## config.mk

```make
export PLATFORM = sky130hd
export DESIGN_NAME = mem0_stage
export DESIGN_NICKNAME = d
export VERILOG_FILES = /design/src/rtl/mem0_stage.sv
export SDC_FILE = /design/constraint.sdc
export NUM_CORES = 1
export LEC_CHECK = 0
export ABC_CLOCK_PERIOD_IN_PS = 5400
export CORE_AREA = 2 2 89 91
export DETAILED_ROUTE_END_ITERATION = 7
export DIE_AREA = 0 0 91 93
export DONT_BUFFER_PORTS = 1
export SLEW_MARGIN = 20
export SYNTH_ARGS = -nofsm -noshare
export SYNTH_HDL_FRONTEND = slang
export SYNTH_SLANG_ARGS = --single-unit
```

## constraint.sdc

```tcl
create_clock -name clk_i -period 5.4 [get_ports clk_i]
set_clock_uncertainty 0.15 [all_clocks]
set_input_delay 0.54 -clock clk_i [delete_from_list [all_inputs] [get_ports clk_i]]
set_output_delay 0.54 -clock clk_i [all_outputs]
set_load 0.005 [all_outputs]
```

## src/rtl/mem0_stage.sv

```systemverilog
// MEM0 pipeline stage: issues the data-bus request for loads/stores, detects
// misaligned accesses, builds byte strobes and lane-replicated store data, and
// hands the instruction to MEM1. A flushed request that the bus has not yet
// accepted is parked in a cancel state until the bus takes it.
module mem0_stage #(
  parameter int unsigned ADDR_W = 32,
  parameter int unsigned DATA_W = 32
) (
  input  logic              clk_i,
  input  logic              rst_ni,
  input  logic              ex_over_i,
  input  logic              flush_i,
  input  logic              in_valid_i,
  input  logic              in_mem_en_i,
  input  logic              in_we_i,
  input  logic [1:0]        in_size_i,
  input  logic [ADDR_W-1:0] in_addr_i,
  input  logic [DATA_W-1:0] in_wdata_i,
  input  logic [4:0]        in_rd_i,
  input  logic [31:0]       in_result_i,
  output logic              mem_allow_in_o,
  input  logic              mem1_allow_in_i,
  output logic              mem0_over_o,
  output logic              data_req_o,
  output logic              data_wr_o,
  output logic [1:0]        data_size_o,
  output logic [ADDR_W-1:0] data_addr_o,
  output logic [3:0]        data_wstrb_o,
  output logic [DATA_W-1:0] data_wdata_o,
  input  logic              data_addr_ok_i,
  output logic [4:0]        out_rd_o,
  output logic [31:0]       out_result_o,
  output logic              out_is_load_o,
  output logic              out_ale_o,
  output logic [1:0]        out_lane_o
);

  typedef enum logic [1:0] {StIdle, StActive, StDone, StCancel} state_e;

  state_e state_q, state_d;

  logic ale;
  logic live;   // ACTIVE and the latched bus really holds an instruction
  logic empty;  // nothing live in the stage
  logic req;
  logic over;
  logic allow_in;
  logic ld;

  // Plain pass-through of the latched EX->MEM0 bus.
  assign data_wr_o     = in_we_i;
  assign data_size_o   = in_size_i;
  assign data_addr_o   = in_addr_i;
  assign out_rd_o      = in_rd_i;
  assign out_result_o  = in_result_i;
  assign out_lane_o    = in_addr_i[1:0];
  assign out_ale_o     = ale;
  assign out_is_load_o = in_mem_en_i && !in_we_i && !ale;

  // Handshake outputs and next-state decision.
  always_comb begin
    ale = in_mem_en_i && ((in_size_i == 2'b01 && in_addr_i[0]) ||
                          (in_size_i == 2'b10 && in_addr_i[1:0] != 2'b00));
    live  = (state_q == StActive) && in_valid_i;
    empty = (state_q == StIdle) || ((state_q == StActive) && !in_valid_i);

    req  = 1'b0;
    over = 1'b0;
    if (live) begin
      req  = in_mem_en_i && !ale;
      over = !in_mem_en_i || ale || data_addr_ok_i;
    end else if (state_q == StDone) begin
      over = 1'b1;
    end else if (state_q == StCancel) begin
      req = 1'b1;
    end
    if (flush_i) over = 1'b0;

    allow_in = !flush_i && (empty || (over && mem1_allow_in_i));
    ld       = ex_over_i && allow_in;

    state_d = state_q;
    if (empty) begin
      state_d = ld ? StActive : StIdle;
    end else begin
      case (state_q)
        StActive: begin
          if (flush_i) begin
            state_d = (req && !data_addr_ok_i) ? StCancel : StIdle;
          end else if (over && mem1_allow_in_i) begin
            state_d = ld ? StActive : StIdle;
          end else if (req && data_addr_ok_i) begin
            // Accepted by the bus but MEM1 is stalled: park without re-requesting.
            state_d = StDone;
          end
        end
        StDone: begin
          if (flush_i) begin
            state_d = StIdle;
          end else if (mem1_allow_in_i) begin
            state_d = ld ? StActive : StIdle;
          end
        end
        StCancel: begin
          if (data_addr_ok_i) state_d = StIdle;
        end
        default: state_d = StIdle;
      endcase
    end

    data_req_o     = req;
    mem0_over_o    = over;
    mem_allow_in_o = allow_in;
  end

  // Byte strobes and lane-replicated write data.
  always_comb begin
    data_wstrb_o = 4'b0000;
    data_wdata_o = in_wdata_i;
    case (in_size_i)
      2'b00: begin
        data_wstrb_o = 4'b0001 << in_addr_i[1:0];
        data_wdata_o = {4{in_wdata_i[7:0]}};
      end
      2'b01: begin
        data_wstrb_o = 4'b0011 << in_addr_i[1:0];
        data_wdata_o = {2{in_wdata_i[15:0]}};
      end
      2'b10: data_wstrb_o = 4'b1111;
      default: data_wstrb_o = 4'b0000;
    endcase
    // A cancelled request must not modify memory when the bus finally takes it.
    if (!in_we_i || state_q == StCancel) data_wstrb_o = 4'b0000;
  end

  // State register, asynchronously forced to IDLE so a pending request drops at once.
  always_ff @(posedge clk_i or negedge rst_ni) begin
    if (!rst_ni) state_q <= StIdle;
    else         state_q <= state_d;
  end

endmodule

```

==> results.rst <==
.. list-table::
   :header-rows: 1

   * - Metric
     - Value
   * - Data arrival time of the critical path
     - 1.91 ns
   * - Share of cells above drive strength 1
     - roughly a fifth
   * - Avg Inst Size Synth
     - ~7.5 sq um
   * - Commonest cells in the netlist
     - sky130_fd_sc_hd__buf_4, sky130_fd_sc_hd__mux2_2, sky130_fd_sc_hd__nand2_1, sky130_fd_sc_hd__o21ai_0, sky130_fd_sc_hd__mux2i_1
   * - Total Die Area
     - ~0.0085 sq mm
   * - Clock tree from TritonCTS
     - built
   * - Antenna viol nets, final
     - 0
   * - Total count of hold-check failures in the final report
     - 0
   * - Worst slew pin tran
     - roughly 0.74 ns
   * - Area fraction in compound gates after synthesis
     - between 10% and 20%
   * - Chip Height
     - slightly above 90 microns
   * - Average detailed-routed wire length per instance
     - roughly 17 microns
   * - Post-Synthesis Net Count
     - roughly 300
   * - Top achievable clock speed
     - between 300 and 400 MHz
   * - Number of antenna violations at the first check in global routing
     - 0
   * - Routed vias
     - about 910
   * - GRT Overall Usage
     - under 10%
   * - Result of the run
     - finished, final reports clean
   * - Fraction of the cycle the final worst path needs
     - between 40 and 50%
   * - Count of routing violations after the opening detailed-route iteration
     - 25
   * - Buffers & Inverters on Critical Path
     - 1
   * - Number of enable flip-flop cells after synthesis
     - 0
   * - Largest buffer count on any clock path
     - 2
   * - Slowest stage cell on the critical path
     - sky130_fd_sc_hd__or3_4
   * - Sequential share of the synthesized area
     - ~3.5%
   * - CTS H-tree depth
     - 1
   * - Clock transition at path regs
     - approximately 0.030 ns
   * - Estimated wirelength of the detail-placed design
     - just under 3 mm
   * - Chain of cells forming the critical path
     - inv_1 > ha_1 > and4b_1 > o211a_1 > or3_4 > a21oi_1
   * - Minimum period implied by the final worst setup slack
     - 2.60 ns
   * - Power per cell area
     - between 100 and 150 mW/mm^2
   * - Adder-Cell Fraction of Synth Area
     - under 10%
   * - Critical path start-end classification
     - reg -> out
   * - Finish-stage setup viols
     - 0
   * - Clock latency reported for the late side of the worst-skew pair
     - 0.21 ns
   * - Via count of the first global-routing pass
     - 896
   * - Net count reported at finish
     - between 200 and 250
   * - FFs w/ async S/R, synth
     - between 90% and 100%
   * - Proportion of netlist area held by the largest area contributor
     - 43.7%
   * - Clock sink count
     - 2
   * - Global-route congestion overflow total
     - 0
   * - Global-route wire length before repair
     - 4.96 mm
   * - Main combinational cell family by area after synthesis
     - buffers and inverters
   * - Most repeated cell in the gate-level netlist after synthesis
     - sky130_fd_sc_hd__buf_4
   * - Post-Synth XOR/XNOR Area
     - 0.614%
   * - Drt pass-1 iters
     - 4
   * - Total Negative Setup Slacks
     - 0 ns
   * - VDD IR max
     - between 0.00002 and 0.000025 V
   * - # resized after CTS
     - 0
   * - Unrepaired setup endpoints after global routing
     - no
   * - Final weighted congestion in routability-driven placement
     - 0.682
   * - Via count normalized by instance count
     - between 4 and 5
   * - I/O Pins
     - around 230
   * - Clock tree root buffer cell
     - sky130_fd_sc_hd__clkbuf_8
   * - Largest register by flop count
     - state_q
   * - Wirelength, routed
     - ~3.5 mm
   * - Tightest hold margin
     - 0.412 ns
   * - Core Region
     - roughly 0.0075 sq mm
   * - Diodes inserted
     - 0
   * - Remaining design rule violation count
     - 0
   * - Finished layout cell area
     - 963 sq um
   * - Count of input and output buffers
     - 0
   * - Leading cell types by total area after synthesis
     - sky130_fd_sc_hd__buf_4, sky130_fd_sc_hd__mux2_2, sky130_fd_sc_hd__mux2i_1
   * - Cell row count
     - 32
   * - Kind of start point of the critical path
     - flip-flop
   * - Yosys warns
     - 0
   * - Effective utilization at floorplan
     - about a fifth
   * - Number of distinct standard cells referenced by the synthesized netlist
     - 32
   * - Stage delay of the slowest cell on the critical path
     - between 0.4 and 0.5 ns
   * - Maximum net fanout on the critical path
     - 6
   * - Cell Area, Placed
     - a little over 900 sq um
   * - Dpl ws
     - around 3.0 ns
   * - Final critical-path setup slack
     - about 2.8 ns
   * - Number of flip-flops under the largest register name
     - 2
   * - Top cell type by total area after synthesis
     - sky130_fd_sc_hd__buf_4
   * - Leak
     - between 0.3 and 0.4 nW
   * - Most used flip-flop cell after synthesis
     - sky130_fd_sc_hd__dfrtp_1
   * - Family with the most delay on the worst path
     - simple AND/OR/NAND/NOR gates
   * - DIE WIDTH
     - just over 90 microns
   * - Slew Limit Fails
     - 0
   * - Synthesized flop and latch total
     - 2
   * - Synthesized area
     - 0.00143 sq mm
   * - Largest registers
     - state_q x2
   * - Cts bufs inserted
     - 3
   * - Max_slew headroom
     - 50.6%
   * - Syn Inst Count
     - 190
   * - Post-synthesis share of cell area spent on and, or, nand and nor gates
     - 12.7%
   * - Proportion of synthesized area in mux cells
     - ~20%
   * - Layout overhead on the synthesized area
     - -32.5%
   * - MaxCap Viol Count
     - 0
   * - Kind of end point of the critical path
     - primary output
   * - Worst hold-check path type
     - reg -> reg
   * - Pin count of the biggest net entering global routing
     - 33
   * - Data required, critical path
     - around 4.7 ns
area by class of cell:
class	instances	area, sq um
Inverter	7	26.3
Sequential cell	2	50.0
Fill cell	899	6560
Multi-Input combinational cell	93	708
Clock buffer	3	41.3
Timing Repair Buffer	1	10.0
Tap cell	102	128
cell usage in the layout (no fill, tap or decap), drive strengths merged:
| cell type | netlist | layout |
|---|---|---|
| nor3b | 1 | 1 |
| nand2 | 14 | 14 |
| ha | 4 | 4 |
| o21ai | 12 | 12 |
| o211a | 1 | 1 |
| nand4 | 1 | 1 |
| dlygate4sd3 | 0 | 1 |
| xnor2 | 1 | 1 |
| and2 | 1 | 1 |
| nor3 | 3 | 3 |
| dfrtp | 2 | 2 |
| inv | 7 | 7 |
| o31a | 1 | 1 |
| mux2i | 10 | 10 |
| a32o | 1 | 1 |
| and3 | 1 | 1 |
| mux2 | 17 | 17 |
| nor4 | 2 | 2 |
| a311oi | 1 | 1 |
| a21oi | 7 | 7 |
| o211ai | 1 | 1 |
| nand3b | 1 | 1 |
| o21bai | 1 | 1 |
| nor2 | 3 | 3 |
| and4b | 2 | 2 |
| clkbuf | 4 | 3 |
| a21o | 1 | 1 |
| nand2b | 3 | 3 |
| or3 | 2 | 2 |
| a31oi | 1 | 1 |
path summary, 6_finish.rpt:
kind,startpoint,endpoint,slack (ns),cells past startpoint
hold reg to reg,state_q[1],state_q[1],0.41,1
setup reg to reg,state_q[1],state_q[1],3.09,7
max in group asynchronous,rst_ni,state_q[1],4.55,1
hold / removal,state_q[1],state_q[1],0.41,1
min in group asynchronous,rst_ni,state_q[0],0.42,1
setup / recovery,state_q[1],mem_allow_in_o,2.80,6
layer usage:
layer	vias up	global-route usage (%)	wire [microns]
li1	390	-	-
met1	409	6.73	1140
met2	89	12.8	1720
met3	23	3.46	452
met4	0	7.20	223
met5	-	0	0
worst register-to-register path, stage by stage (launching register included):
cell and delay [ns]:
sky130_fd_sc_hd__dfrtp_1 0.37, sky130_fd_sc_hd__inv_1 0.07, sky130_fd_sc_hd__ha_1 0.25, sky130_fd_sc_hd__and4b_1 0.23, sky130_fd_sc_hd__o211a_1 0.15, sky130_fd_sc_hd__or3_4 0.42, sky130_fd_sc_hd__a31oi_4 0.20, sky130_fd_sc_hd__mux2_2 0.35
kinds of logic (layout without fill, tap and decap cells):
group | count (synthesis) | in the layout
buffers and inverters | 95 | 11
DFF | 2 | 2
xor gates and xnor gates | 1 | 1
adders and majority gates | 4 | 4
and+or+nand+nor | 34 | 34
muxes | 27 | 27
AOI/OAI and AO/OA | 27 | 27
where the power goes:
part	total (W)	internal (W)	switching, W
Combinational	0.0000427	0.0000216	0.0000211
Sequential	0.0000161	0.0000156	0.000000447
Clock	0.0000584	0.0000471	0.0000113
Total	0.000117	0.0000843	0.0000329
metrics by stage:
| step | power, W | util (%) | cells |
|---|---|---|---|
| after floorplan | 0.000107 | - | 190 |
| after detailed placement | 0.0000586 | 12.1 | 204 |
| final | 0.000117 | 12.8 | 208 |
| after global placement | 0.0000581 | 12.1 | 204 |
| after CTS | 0.000120 | 12.8 | 208 |
| after global routing | 0.000127 | 12.8 | 208 |
what timing repair did:
action | in CTS | in global routing
setup buffers | 0 | 0
hold buffers | 1 | 0
hold endpoints to repair | 2 | 0
(Power assumes the default switching activity.)
